File: config.mk
export PLATFORM = sky130hd
export DESIGN_NAME = cacheline_burst_ctrl
export DESIGN_NICKNAME = d
export VERILOG_FILES = /design/src/rtl/burst_pkg.sv /design/src/rtl/line_beat_buffer.sv /design/src/rtl/cacheline_burst_ctrl.sv
export SDC_FILE = /design/constraint.sdc
export NUM_CORES = 1
export LEC_CHECK = 0
export BUFFER_PORTS_ARGS = -buffer_cell sky130_fd_sc_hd__buf_2
export CAP_MARGIN = 20
export CORE_AREA = 2 2 280 282
export CTS_BUF_LIST = sky130_fd_sc_hd__clkbuf_8
export CTS_CLUSTER_SIZE = 12
export DETAILED_ROUTE_END_ITERATION = 10
export DIE_AREA = 0 0 282 284
export PLACE_DENSITY = 0.57
export RECOVER_POWER = 50
export SYNTH_ARGS = -nofsm -noshare
export SYNTH_HDL_FRONTEND = slang
export SYNTH_HIERARCHICAL = 1
export SYNTH_SLANG_ARGS = --single-unit
File: constraint.sdc
create_clock -name clk -period 2.5 [get_ports clk]
set_input_delay 0.375 -clock clk [delete_from_list [all_inputs] [get_ports clk]]
set_output_delay 0.375 -clock clk [all_outputs]
set_load 0.05 [all_outputs]
File: src/rtl/burst_pkg.sv
// Shared types and sizing for the cache-line burst sequencer.
// BURST_TIMEOUT_EN enables the per-beat idle timeout in cacheline_burst_ctrl.
package burst_pkg;

    localparam int LINE_W          = 256;
    localparam int BEAT_W          = 64;
    localparam int BEATS           = LINE_W / BEAT_W;
    localparam int CNT_W           = $clog2(BEATS);
    localparam int IDLE_CNT_W      = 10;
    localparam int TIMEOUT_DEFAULT = 1023;

    typedef enum logic [1:0] {
        IDLE  = 2'd0,
        READ  = 2'd1,
        WRITE = 2'd2,
        DONE  = 2'd3
    } burst_state_t;

endpackage

File: src/rtl/line_beat_buffer.sv
// Line assembly register (beat-indexed write, committed on the last beat)
// plus the beat-indexed slice mux used to feed write data to memory.
module line_beat_buffer
    import burst_pkg::*;
(
    input  logic              clk,
    input  logic              rst,
    input  logic              wr_en,
    input  logic [CNT_W-1:0]  idx,
    input  logic [BEAT_W-1:0] wr_beat,
    input  logic [LINE_W-1:0] src_line,
    output logic [BEAT_W-1:0] rd_beat,
    output logic [LINE_W-1:0] line
);

    // Beats 0..BEATS-2 collect here so the visible line only changes on completion.
    logic [LINE_W-BEAT_W-1:0] partial;

    always_ff @(posedge clk or negedge rst) begin
        if (!rst) begin
            partial <= '0;
            line    <= '0;
        end else if (wr_en) begin
            if (idx == CNT_W'(BEATS - 1)) begin
                line <= {wr_beat, partial};
            end else begin
                for (int k = 0; k < BEATS - 1; k++) begin
                    if (idx == CNT_W'(k)) partial[k*BEAT_W +: BEAT_W] <= wr_beat;
                end
            end
        end
    end

    always_comb begin
        rd_beat = '0;
        for (int k = 0; k < BEATS; k++) begin
            if (idx == CNT_W'(k)) rd_beat = src_line[k*BEAT_W +: BEAT_W];
        end
    end

endmodule

File: src/rtl/cacheline_burst_ctrl.sv
// Converts one line read/write into a 4-beat memory burst and returns a single
// line response. Define BURST_TIMEOUT_EN to abort stalled bursts with line_err.
module cacheline_burst_ctrl
    import burst_pkg::*;
#(
    parameter int ADDR_W  = 32,
    parameter int TIMEOUT = TIMEOUT_DEFAULT
) (
    input  logic              clk,
    input  logic              rst,
    input  logic              line_read,
    input  logic              line_write,
    input  logic [ADDR_W-1:0] line_address,
    input  logic [LINE_W-1:0] line_wdata,
    output logic [LINE_W-1:0] line_rdata,
    output logic              line_resp,
    output logic              line_err,
    output logic              bmem_read,
    output logic              bmem_write,
    output logic [ADDR_W-1:0] bmem_address,
    output logic [BEAT_W-1:0] bmem_wdata,
    input  logic [BEAT_W-1:0] bmem_rdata,
    input  logic              bmem_resp
);

    burst_state_t      state, state_nxt;
    logic [CNT_W-1:0]  cnt;
    logic [ADDR_W-1:0] addr_q;
    logic [BEAT_W-1:0] slice_beat;
    logic              in_burst;
    logic              beat_done;
    logic              last_beat;
    logic              timeout_hit;

    assign in_burst  = (state == READ) || (state == WRITE);
    assign beat_done = in_burst && bmem_resp;
    assign last_beat = beat_done && (cnt == CNT_W'(BEATS - 1));

`ifdef BURST_TIMEOUT_EN
    logic [IDLE_CNT_W-1:0] idle_cnt;
    logic                  err_q;

    // Hitting TIMEOUT-1 with no beat means the count reaches TIMEOUT on this edge.
    assign timeout_hit = in_burst && !bmem_resp && (idle_cnt == IDLE_CNT_W'(TIMEOUT - 1));

    always_ff @(posedge clk or negedge rst) begin
        if (!rst) begin
            idle_cnt <= '0;
            err_q    <= 1'b0;
        end else begin
            if (in_burst && !bmem_resp) idle_cnt <= idle_cnt + 1'b1;
            else                        idle_cnt <= '0;
            if (state_nxt == DONE)      err_q    <= timeout_hit;
        end
    end

    assign line_err = (state == DONE) && err_q;
`else
    assign timeout_hit = 1'b0;
    assign line_err    = 1'b0;
`endif

    always_ff @(posedge clk or negedge rst) begin
        if (!rst) begin
            state  <= IDLE;
            cnt    <= '0;
            addr_q <= '0;
        end else begin
            state <= state_nxt;
            if (state == IDLE) begin
                cnt <= '0;
                if (line_read || line_write) addr_q <= line_address & ~ADDR_W'(31);
            end else if (beat_done) begin
                cnt <= cnt + 1'b1;
            end
        end
    end

    always_comb begin
        state_nxt = state;
        case (state)
            IDLE: begin
                if (line_write)     state_nxt = WRITE;
                else if (line_read) state_nxt = READ;
            end
            READ, WRITE: begin
                if (last_beat || timeout_hit) state_nxt = DONE;
            end
            DONE:    state_nxt = IDLE;
            default: state_nxt = IDLE;
        endcase
    end

    line_beat_buffer u_buf (
        .clk      (clk),
        .rst      (rst),
        .wr_en    ((state == READ) && bmem_resp),
        .idx      (cnt),
        .wr_beat  (bmem_rdata),
        .src_line (line_wdata),
        .rd_beat  (slice_beat),
        .line     (line_rdata)
    );

    assign bmem_read    = (state == READ);
    assign bmem_write   = (state == WRITE);
    assign bmem_address = addr_q;
    assign bmem_wdata   = (state == WRITE) ? slice_beat : '0;
    assign line_resp    = (state == DONE);

endmodule

-- Word-level counts from Yosys, hierarchy flattened
Cells that the tools add are included.
Widths: inputs -> output; s select.
- $add $sub $neg: 1
- eq/ne operators: 8
- multiplexer cells: 11
- bitwise operators: 1
- reduce and logical (&&, ||, !) cells: 15
- operator list (kind ; count):
    $mux 64 ; 5
    $mux 2 ; 5
    $reduce_and 3->1 ; 3
    $eq 2x2->1 const B ; 4
    $pmux 2 s3 ; 1
    $reduce_and 2->1 ; 3
    $eq 2x1->1 const B ; 2
    $logic_not 2->1 ; 2
    $logic_and 1x1->1 ; 3
    $ne 3x3->1 const B ; 1
    $add 2x1->2 const B ; 1
    $logic_or 1x1->1 ; 2
    $ne 2x2->1 const B ; 1
    $reduce_bool 2->1 ; 1
    $reduce_or 2->1 ; 1
    $not 1->1 ; 1
- flip-flop bits (word level): 479
- input port bits: 357
- word-level logic and storage cells: 43

-- Depth between registers and ports, before layout
- depth in word-level cells: 6
- depth in mapped cells: 7
- depth with buffers taken out: 5

-- By module
Netlist, hierarchy kept.
- by module, submodules not included (module ; times used ; cells an instance ; area an instance (µm²)):
    line_beat_buffer ; 1 ; 1027 ; 18118.6
    cacheline_burst_ctrl ; 1 ; 162 ; 1769.2

-- Worst setup path after synthesis
No wires, ideal clock.
- kind: register -> output
- start point: register state[0]
- end point: output bmem_wdata[0]
- data arrival time: 1.883 ns
- required time: 2.125 ns
- setup slack: 0.242 ns
- cell stages (with the launch flop): 6
- path buffers: 2
- cells stage by stage: dfrtp_1 inv_1 ha_1 clkbuf_1 clkbuf_1 and2_1
- word-level cells in the longest chain between the ends: 2
- ends and longest elaborated chain (item ; RTL line ; text):
    start, declared ; cacheline_burst_ctrl.sv:26 ; burst_state_t state, state_nxt;
    start signal, assigned ; cacheline_burst_ctrl.sv:69 ; state <= state_nxt;
    $eq 2x2->1 ; n/a ;
    via bmem_write ; cacheline_burst_ctrl.sv:19 ; output logic bmem_write,
    $mux 64 ; cacheline_burst_ctrl.sv:108 ; assign bmem_wdata = (state == WRITE) ? slice_beat : '0;
    end, declared ; cacheline_burst_ctrl.sv:21 ; output logic [BEAT_W-1:0] bmem_wdata,
The timed path passes the listed nets, and every way through them passes these cells.

-- Worst setup path in the final report
- start point: register cnt[0]
- end point: output bmem_wdata[11]
- word-level cells in the longest chain between the ends: 6
- ends and longest elaborated chain (item ; RTL line ; text):
    start, declared ; cacheline_burst_ctrl.sv:27 ; logic [CNT_W-1:0] cnt;
    start signal, assigned ; cacheline_burst_ctrl.sv:74 ; cnt <= cnt + 1'b1;
    $logic_not 2->1 ; line_beat_buffer.sv:37 ; if (idx == CNT_W'(k)) rd_beat = src_line[k*BEAT_W +: BEAT_W];
    $mux 64 (3 in series) ; line_beat_buffer.sv:37 ;
    $mux 64 (*) ; line_beat_buffer.sv:37 ;
    via slice_beat[11] ; cacheline_burst_ctrl.sv:29 ; logic [BEAT_W-1:0] slice_beat;
    $mux 64 (*) ; cacheline_burst_ctrl.sv:108 ;
The timed path passes the listed nets; every way through them passes the cells marked *.

==> impl_metrics.tcl <==
set metrics [dict create \
    status "complete, but fails checks" \
    violations "setup timing" \
    grt_pass1_vias 15329 \
    synth_edf_count 0 \
    hp-class "in2reg" \
    drc_errors 0 \
    drive_above_1_share 0.541 \
    finClkSkew_ns 0.0363 \
    grt_first_pass_wirelength_um 110000 \
    grt_max_degree 77 \
    synth_ff_type "dfrtp_1" \
    startpoint_type "flip-flop" \
    fin_ws_ns -0.256 \
    rsz0062_at_grt "true" \
    clockRootBuffer "clkbuf_8" \
    maxCapViolations 0 \
    fmax_ghz 0.363 \
    cp.required_ns 2.12 \
    multiInputGateArea_um2 7590 \
    netlist_top_cells_area "dfrtp_1 60%, mux2_1 14%, mux2_2 13%" \
    final_cell_mix "527 x buf_2, 477 x dfrtp_1, 241 x mux2_1" \
    fillers 7487 \
    holdWs_ns 0.102 \
    ys_ff_latch 479 \
    cts_made_buffers 86 \
    syn_inst 1189 \
    overflow 0 \
    drtPass1Iterations 5 \
    die_w_um 282 \
    place_hpwl_um 59700 \
    tritoncts "built" \
    hold_viol 0 \
    final_nets 2426 \
    crit_path_top_delay_cell "dfrtp_4" \
    final_common_cell "buf_2" \
    die_h_um 284 \
    portBuffers 701 \
    area_growth_pct 43.1 \
    antenna_left 0 \
    total_power_w 0.0369 \
    p_leak_nw 14.4 \
    clock_path_buffers 3 \
    place_congestion 0.965 \
    grt_use_total 0.194 \
    routed_via_density 4.45 \
    ir_drop_mv 0.773 \
    arrival_ns 2.38 \
    synth_area_um2 19900 \
    dr_total_vias 14260 \
    rows 102 \
    synth_top_area_cell "dfrtp_1" \
    relSlewSlack 0.176 \
    tightestPinTransition_ns 1.24 \
    worstSkewPairLatency_ns 0.68 \
    drt_iter0_drc 621 \
    worstSetupPathType "reg2out" \
    period_minus_slack_ns 2.76 \
    postSynth.asyncResetShare 1.00 \
    fin_crit_sh 1.10 \
    pre_cts_slack_ns 0.270 \
    setup_viol 64 \
    ioPinCount 713 \
    antenna_found_initial 89 \
    tns_ns -11.84 \
    end_kind "output port" \
    die_area_um2 80100 \
    yosys.area.top_type_share 0.603 \
    cellPowerDensity_nw_per_um2 1300 \
    syn_avg_cell_area_um2 16.7 \
    cp_max_fo 10 \
    wl_per_cell_um 24.7 \
    slew_violations 0 \
    path_clk_slew_ns 0.05 \
    regArea_um2 12000 \
    wl_um 79300 \
    synth_cell_types 24 \
    htreeDepth 3 \
    critical_path.max_stage_delay_ns 0.50 \
    clock_sinks 479 \
    yosys_warnings 6 \
    cp_top_family "buffers and inverters" \
    worst-path-buf-inv 4 \
    synth_seq_area_share 0.603 \
    core-area_um2 77000 \
    worstPathCellList "buf_12 > buf_16 > buf_4 > mux4_2 > and2_4 > buf_6" \
    initial_core_util 0.258 \
]
repair_timing:
item                                   CTS  global route
hold buffers                            91             0
pin swaps                                0             1
setup endpoints to repair               64            64
buffers inserted                        11             9
endpoints found under the hold margin  433             0
gates cloned                             4             1
resized for setup                      204            13
cell usage after synthesis, types with 2 or more instances:
cell type / number
nand3b_1: 2
mux2i_1: 3
mux4_2: 64
buf_8: 2
buf_6: 10
nand3_1: 2
ha_1: 5
mux2_1: 241
clkbuf_1: 8
mux2_2: 234
and2_1: 65
buf_4: 14
nor2_1: 2
dfrtp_1: 479
nand2_1: 4
buf_2: 45
inv_1: 2
worst register-to-register path: cells and delay by family (launching register included):
family,cells,cell delay (ns)
and+or+nand+nor,1,0.28
DFF,1,0.50
muxes,1,0.40
buffers and inverters,5,0.95
cells by family after synthesis:
kind of cell | share of synthesized area
xor gates and xnor gates | 0.000440
AOI/OAI and AO/OA | 0.00170
and+or+nand+nor | 0.0232
DFF | 0.603
adders and majority gates | 0.00315
buffers and inverters | 0.0257
other | 0.000189
muxes | 0.343
report_power, final:
part / leakage, nW / switching [W] / total [W] / internal (W)
sequential: 6.24 / 0.00151 / 0.0123 / 0.0108
combinational: 7.11 / 0.0109 / 0.0170 / 0.00612
clock: 1.00 / 0.00334 / 0.00755 / 0.00421
total: 14.4 / 0.0157 / 0.0369 / 0.0212
state kept, by name, indices dropped and copies added, names as in the netlist:
signal         flops
u_buf/line       256
bmem_address      27
state              2
cnt                2
u_buf/partial    192
through the flow:
step | area (µm²) | util | std cells
global placement | 24900 | 0.324 | 2900
global route | 28400 | 0.370 | 3203
floorplan | 19900 | - | 1194
finish | 28500 | 0.370 | 3208
CTS | 28500 | 0.370 | 3154
detailed placement | 24900 | 0.324 | 2900
area by class of cell:
| class | count | share of cell area |
|---|---|---|
| sequential | 479 | 0.422 |
| multi-input combinational | 634 | 0.267 |
| timing repair buffer | 861 | 0.200 |
| clock buffer | 104 | 0.0503 |
| tap | 1040 | 0.0457 |
| clock inverter | 44 | 0.0120 |
| antenna | 44 | 0.00387 |
| inverter | 2 | 0.000264 |
worst paths after layout:
kind,startpoint,endpoint,slack (ns),cells past startpoint
setup / recovery,cnt[0],bmem_wdata[11],-0.26,6
hold / removal,bmem_rdata[15],u_buf/line[207],0.10,2
setup reg to reg,cnt[0],u_buf/partial[45],0.24,7
hold reg to reg,u_buf/partial[8],u_buf/line[8],0.46,1
max in group asynchronous,rst,u_buf/partial[90],0.28,3
min in group asynchronous,rst,u_buf/line[111],0.53,2
per-layer routing:
| layer | track usage | wire (µm) |
|---|---|---|
| met4 | 0.164 | 6780 |
| met2 | 0.349 | 41600 |
| met3 | 0.0456 | 5220 |
| met1 | 0.185 | 25600 |
| met5 | 0 | 111 |
No activity file was read; power rests on OpenSTA's default activity.
